### config.mk
export PLATFORM = sky130hd
export DESIGN_NAME = fpga_wdi_gen
export DESIGN_NICKNAME = d
export VERILOG_FILES = /design/src/rtl/fpga_wdi_gen.sv
export SDC_FILE = /design/constraint.sdc
export NUM_CORES = 1
export LEC_CHECK = 0
export CAP_MARGIN = 20
export CORE_ASPECT_RATIO = 1.2
export CORE_MARGIN = 5
export CORE_UTILIZATION = 54
export DETAILED_ROUTE_END_ITERATION = 6
export PLACE_DENSITY = 0.77
export SLEW_MARGIN = 0
export SYNTH_ARGS = -nofsm -noshare
export SYNTH_HDL_FRONTEND = slang
export SYNTH_SLANG_ARGS = --single-unit
### constraint.sdc
create_clock -name opb_clk_i -period 2.7 [get_ports opb_clk_i]
set_input_delay 0.54 -clock opb_clk_i [delete_from_list [all_inputs] [get_ports opb_clk_i]]
set_output_delay 0.54 -clock opb_clk_i [all_outputs]
set_load 0.1 [all_outputs]
### src/rtl/fpga_wdi_gen.sv
// Multi-channel watchdog kick generator with programmable period/high width in PULSE_100US ticks.
// Define FPGA_WDI_HB_EN to build the firmware heartbeat supervisor that gates all kicks.
module fpga_wdi_gen #(
    parameter int unsigned NUM_CH     = 2,
    parameter int unsigned CNT_W      = 8,
    parameter int unsigned HB_TIMEOUT = 50
) (
    input  logic                    opb_clk_i,
    input  logic                    opb_rst_i,
    input  logic                    pulse_100us_i,
    input  logic [NUM_CH-1:0]       ch_en_i,
    input  logic [NUM_CH*CNT_W-1:0] period_i,
    input  logic [NUM_CH*CNT_W-1:0] high_i,
    input  logic                    sw_hb_i,
    input  logic                    hb_clr_i,
    output logic [NUM_CH-1:0]       wd_trig_o,
    output logic                    hb_fault_o
);

    logic hold_all;

`ifdef FPGA_WDI_HB_EN
    localparam logic [15:0] HbTimeout = 16'(HB_TIMEOUT);

    logic [15:0] hb_cnt_q, hb_cnt_d;
    logic        hb_fault_q, hb_fault_d;

    // Clear beats heartbeat, heartbeat beats tick; counter saturates at the timeout.
    always_comb begin
        hb_cnt_d   = hb_cnt_q;
        hb_fault_d = hb_fault_q;
        if (hb_clr_i) begin
            hb_cnt_d   = '0;
            hb_fault_d = 1'b0;
        end else if (sw_hb_i) begin
            hb_cnt_d = '0;
        end else if (pulse_100us_i && (hb_cnt_q != HbTimeout)) begin
            hb_cnt_d = hb_cnt_q + 16'd1;
            if (hb_cnt_d == HbTimeout) begin
                hb_fault_d = 1'b1;
            end
        end
    end

    always_ff @(posedge opb_clk_i or posedge opb_rst_i) begin
        if (opb_rst_i) begin
            hb_cnt_q   <= '0;
            hb_fault_q <= 1'b0;
        end else begin
            hb_cnt_q   <= hb_cnt_d;
            hb_fault_q <= hb_fault_d;
        end
    end

    assign hold_all   = hb_fault_q;
    assign hb_fault_o = hb_fault_q;
`else
    logic unused_hb;

    assign unused_hb  = sw_hb_i ^ hb_clr_i;
    assign hold_all   = 1'b0;
    assign hb_fault_o = 1'b0;
`endif

    for (genvar g = 0; g < NUM_CH; g++) begin : g_ch
        logic [CNT_W-1:0] per_in, high_in, per_e, high_e;
        logic [CNT_W-1:0] ph_q, ph_d, per_q, per_d, high_q, high_d;
        logic             trig_q, trig_d;

        assign per_in  = period_i[g*CNT_W +: CNT_W];
        assign high_in = high_i[g*CNT_W +: CNT_W];

        // Clamp so every period has at least one high and one low tick.
        always_comb begin
            per_e = (per_in < CNT_W'(2)) ? CNT_W'(2) : per_in;
            if (high_in == '0) begin
                high_e = CNT_W'(1);
            end else if (high_in >= per_e) begin
                high_e = per_e - CNT_W'(1);
            end else begin
                high_e = high_in;
            end
        end

        always_comb begin
            ph_d   = ph_q;
            per_d  = per_q;
            high_d = high_q;
            trig_d = trig_q;
            if (!ch_en_i[g] || hold_all) begin
                ph_d   = '0;
                trig_d = 1'b0;
            end else if (pulse_100us_i) begin
                if (ph_q == '0) begin
                    per_d  = per_e;
                    high_d = high_e;
                    trig_d = 1'b1;
                    ph_d   = CNT_W'(1);
                end else begin
                    trig_d = (ph_q < high_q);
                    ph_d   = (ph_q == per_q - CNT_W'(1)) ? '0 : ph_q + CNT_W'(1);
                end
            end
        end

        always_ff @(posedge opb_clk_i or posedge opb_rst_i) begin
            if (opb_rst_i) begin
                ph_q   <= '0;
                per_q  <= '0;
                high_q <= '0;
                trig_q <= 1'b0;
            end else begin
                ph_q   <= ph_d;
                per_q  <= per_d;
                high_q <= high_d;
                trig_q <= trig_d;
            end
        end

        assign wd_trig_o[g] = trig_q;
    end

endmodule

==> metrics.sh, run 1 <==
STATUS='complete, but fails checks'
VIOLATIONS_IN_THE_FINAL_REPORTS='setup timing'
VIA_COUNT_OF_THE_FIRST_GLOBAL_ROUTING_PASS=3477
SYNTH-SEQ-CELLS=50
POST_DP_CELL_AREA_SQ_UM=4560
CLOCK_SINK_COUNT=50
NUMCTSBUFFERS=5
POWER.LEAKAGE_uW=0.00224
DR_WL_CELL_UM=16.2
GP_ROUTABILITY_CONGESTION=0.851
WORST_SETUP_PATH_START_KIND='input port'
DETAILEDPLACEMENTHPWL_UM=7340
VIA_COUNT=3553
FINISH.INSTANCE_AREA_SQ_UM=4780
DRC=0
SYNTH_FLOP_CELL='dfrtp_1'
ASYNC_RESET_FF_SHARE_PCT=100
WORSTMARGINPINSLEW_NS=0.729
VIAS_PER_INSTANCE=5.90
NUMBER_OF_SETUP_VIOLATIONS_IN_THE_FINAL_REPORT=3
DIE-HEIGHT_UM=102
DRV_SLEW=0
AREA_GROWTH_PCT=26.4
SLEW_HEADROOM_PCT=51.3
SYNTH_AREA_SQ_UM=3780
SYNTHTOPCELLSBYCOUNT='50 x dfrtp_1, 49 x inv_1, 41 x nand2_1'
CHIPWIDTH_UM=86.4
CTSHTREEMAXLEVEL=2
GLOBALROUTE.BUSIESTLAYER='met2'
DRT-PASS1-ITER-COUNT=5
SYNTH.DISTINCT_CELLS=48
PORT_BUFFERS=38
FINISH.UTILIZATION_PCT=70.2
FINALCLOCKSKEW_NS=0.00281
MAXCLOCKFREQUENCY_GHz=0.364
SYNTH_CELLS=439
SYN_AREA_PER_CELL_SQ_UM=8.62
GRT_ANTENNA_BEFORE_REPAIR=0
FINAL_PERIOD_MINUS_WORST_SETUP_SLACK_NS=2.75
DRIVE_GT1_SHARE_PCT=17.7
TIMING.CRITICAL_PATH.MODE_CELL='buf_6'
DESIGN.PORTCOUNT=42
PLACED_CELLS_INCL_TAPS=586
SETUP_REPAIR_AFTER_GLOBAL_ROUTING_MISSED_ITS_MARGIN='yes'
POST-SYNTH-TOP-AREA-FRACTION_PCT=33.1
SYNTH-WARNING-COUNT=0
GROUTE.USAGE.OVERALL_PCT=22.9
SEQ_AREA_FRAC_SYNTH_PCT=33.1
SYNTH.NET_COUNT=516
FINALNONFILLERCELLS=602
CRIT_CHAIN='buf_6 -> or3_4 -> nor2_4 -> nand3_2 -> o21ai_2 -> inv_1 -> ha_1 -> nand2b_1 -> a21o_1 -> a211oi_2 -> o31a_1 -> buf_6 -> mux2i_1 -> o21ai_1'
GRT_OVERFLOW=0
CRIT_TYPE='input port to flip-flop'
CORE-AREA_SQ_UM=6810
ARRIVAL_NS=2.92
WORST_PATH_DOMINANT_CELL_FAMILY='compound AO/OA/AOI/OAI gates'
STD_CELL_ROWS=33
POST-ROUTE-PERIOD-UTIL_PCT=102
CTS.CLK_SLEW.WORST_PATHS_NS=0.09
STARTING_DENSITY_OF_THE_CORE_PCT=55.5
GROUTE.LAYER.MET1.USAGE_PCT=28.6
WORST_SLACK_NS=-0.0481
DETAILEDROUTE.FIRSTITERATIONVIOLATIONS=187
ANTENNA-DIODE-COUNT=0
TIMING.CRITICAL_PATH.TO_TYPE='flip-flop'
NUMBER_OF_FLOPS_MAPPED_TO_ENABLE_CELLS_BY_YOSYS=0
POST_SYNTH_MAIN_AREA_CONTRIBUTORS='dfrtp_1 33%, ha_1 13%, inv_1 4.9%, xnor2_1 4.6%, o21ai_0 4.5%'
NUMBER_OF_HOLD_VIOLATIONS_IN_THE_FINAL_REPORT=0
YOSYSMOSTFREQUENTCELL='dfrtp_1'
GRT_MAX_DEGREE=35
POWER_DENSITY_OVER_CELL_AREA_nW_PER_UM2=547
CLK_LATENCY_NS=0.30
VDD_IR_DROP_MAX_mV=0.304
GLOBALROUTEMET2UTIL_PCT=41.2
CTSLONGESTPATHBUFFERS=2
POSTCTSHOLDBUFS=0
CTS_TREE='done'
FINALNETCOUNT=591
MAXCAPVIOLATIONS=0
NETLIST.TOP_CELL.BY_AREA='dfrtp_1'
GRT_USE_MET3_PCT=2.69
CPMAXSTAGEDELAYCELL='or3_4'
WORST-PATH-BUF-INV=3
DESIGN.DIE.AREA_SQ_UM=8790
CRIT_FANOUT=5
WORSTHOLDPATHTYPE='flip-flop to flip-flop'
WORST_EP_REQUIRED_TIME_NS=2.87
ROUTE.ANTENNA.REMAINING_NETS=0
GRT_FIRST_PASS_WIRELENGTH_UM=16200
POSTROUTEWIRELENGTH_UM=9750
CRITICAL-PATH-MAX-STAGE-DELAY_NS=0.39
CLK_ROOT_BUFFER_CELL='clkbuf_8'
-- worst reg2reg max path: stages (launching register included) --
cell      delay [ns]
dfrtp_1         0.48
inv_1           0.13
ha_1            0.17
or4b_1          0.44
nor4_1          0.26
nand3_1         0.23
a21o_1          0.37
nor2_1          0.22
a221oi_2        0.09
-- repair_timing --
item                                    in CTS  in global routing
gates resized for setup                     39                  9
setup buffers                                6                  2
cloned                                       2                  0
pin swaps                                   19                 12
endpoints found under the setup margin      16                 16
-- sequential cells by signal (all words and copies together) (netlist names) --
register and count:
g_ch.ph_q 16, g_ch.per_q 16, g_ch.high_q 16, g_ch.trig_q 2
-- routing by layer --
layer	up-vias	part of all wire (%)
met5	-	0
met4	0	1.6
met3	20	4.7
met2	114	52
met1	1707	42
li1	1712	-
-- cell families (layout without fill, tap and decap cells) --
kind of cell / after synthesis / count (layout) / share of synthesized area, %
simple gates: 139 / 139 / 18.6
buf+inv: 66 / 142 / 7.15
fa+ha+maj: 38 / 38 / 12.6
xor+xnor: 32 / 32 / 7.41
compound gates: 101 / 101 / 18.0
mux: 12 / 12 / 3.18
flops: 50 / 50 / 33.1
other cells: 1 / 1 / 0.0991
-- cell usage in the layout (no fill, tap or decap), types with 4 or more instances in the layout --
cell type        Yosys  layout
a211oi_1             7       4
a211oi_2             1       4
a21o_1               9       9
a21oi_1              8       8
a31oi_1              9       9
a32o_1               6       6
and3_1               4       4
buf_4                4      45
buf_6                1       7
clkbuf_8             0       5
clkdlybuf4s50_1      0      26
dfrtp_1             50      50
ha_1                38      38
inv_1               49      48
mux2i_1             12       9
nand2_1             41      41
nand2b_1             5       4
nand3_1             19      16
nor2_1              24      23
nor2b_1              6       5
nor3_1              10       6
nor4_1              10       9
o211ai_1             6       6
o21ai_0             34      28
o21ai_1              0       4
o22ai_1              4       4
or3_1                8       6
xnor2_1             20      20
xor2_1              12      12
-- worst paths after layout --
check / from / to / slack [ns] / cells past startpoint
min in group asynchronous: opb_rst_i / g_ch[0].ph_q[0] / 0.67 / 2
hold reg to reg: g_ch[1].high_q[2] / g_ch[1].high_q[2] / 0.51 / 2
setup / recovery: period_i[10] / g_ch[1].high_q[4] / -0.05 / 14
setup reg to reg: g_ch[1].ph_q[0] / g_ch[1].high_q[0] / 0.19 / 8
hold / removal: g_ch[1].high_q[2] / g_ch[1].high_q[2] / 0.51 / 2
max in group asynchronous: opb_rst_i / g_ch[1].ph_q[1] / 1.41 / 3
-- final cells by class --
class                           count  area, sq um
Multi-Input combinational cell    323         2400
Fill cell                         534         2030
Sequential cell                    50         1250
Timing Repair Buffer               85          731
Inverter                           49          184
Tap cell                           87          109
Clock buffer                        6         72.6
Clock inverter                      2         37.5
-- stage by stage --
step	power (uW)	hold slack (ns)	setup slack [ns]	TNS (ns)
after floorplan	1760	0.456	-0.192	-1.45
after global placement	2000	0.477	-0.598	-8.85
after detailed placement	2050	0.487	-0.706	-10.58
after CTS	2610	0.508	-0.0931	-0.789
after global routing	2790	0.545	-0.175	-1.66
final	2620	0.507	-0.0481	-0.0939
-- power by group --
part           switching, uW  internal [uW]  total (uW)
sequential               148            905        1050
clock                    259            277         536
combinational            551            477        1030
No activity file was read; power rests on OpenSTA's default activity.
==> inputs of run 2 (changes only) <==
Settings changed: CTS_CLUSTER_DIAMETER set to 200, SLEW_MARGIN 0 to not set.
==> results of run 2 <==
The final DEF is identical to that of run 1; final timing and power are the same.
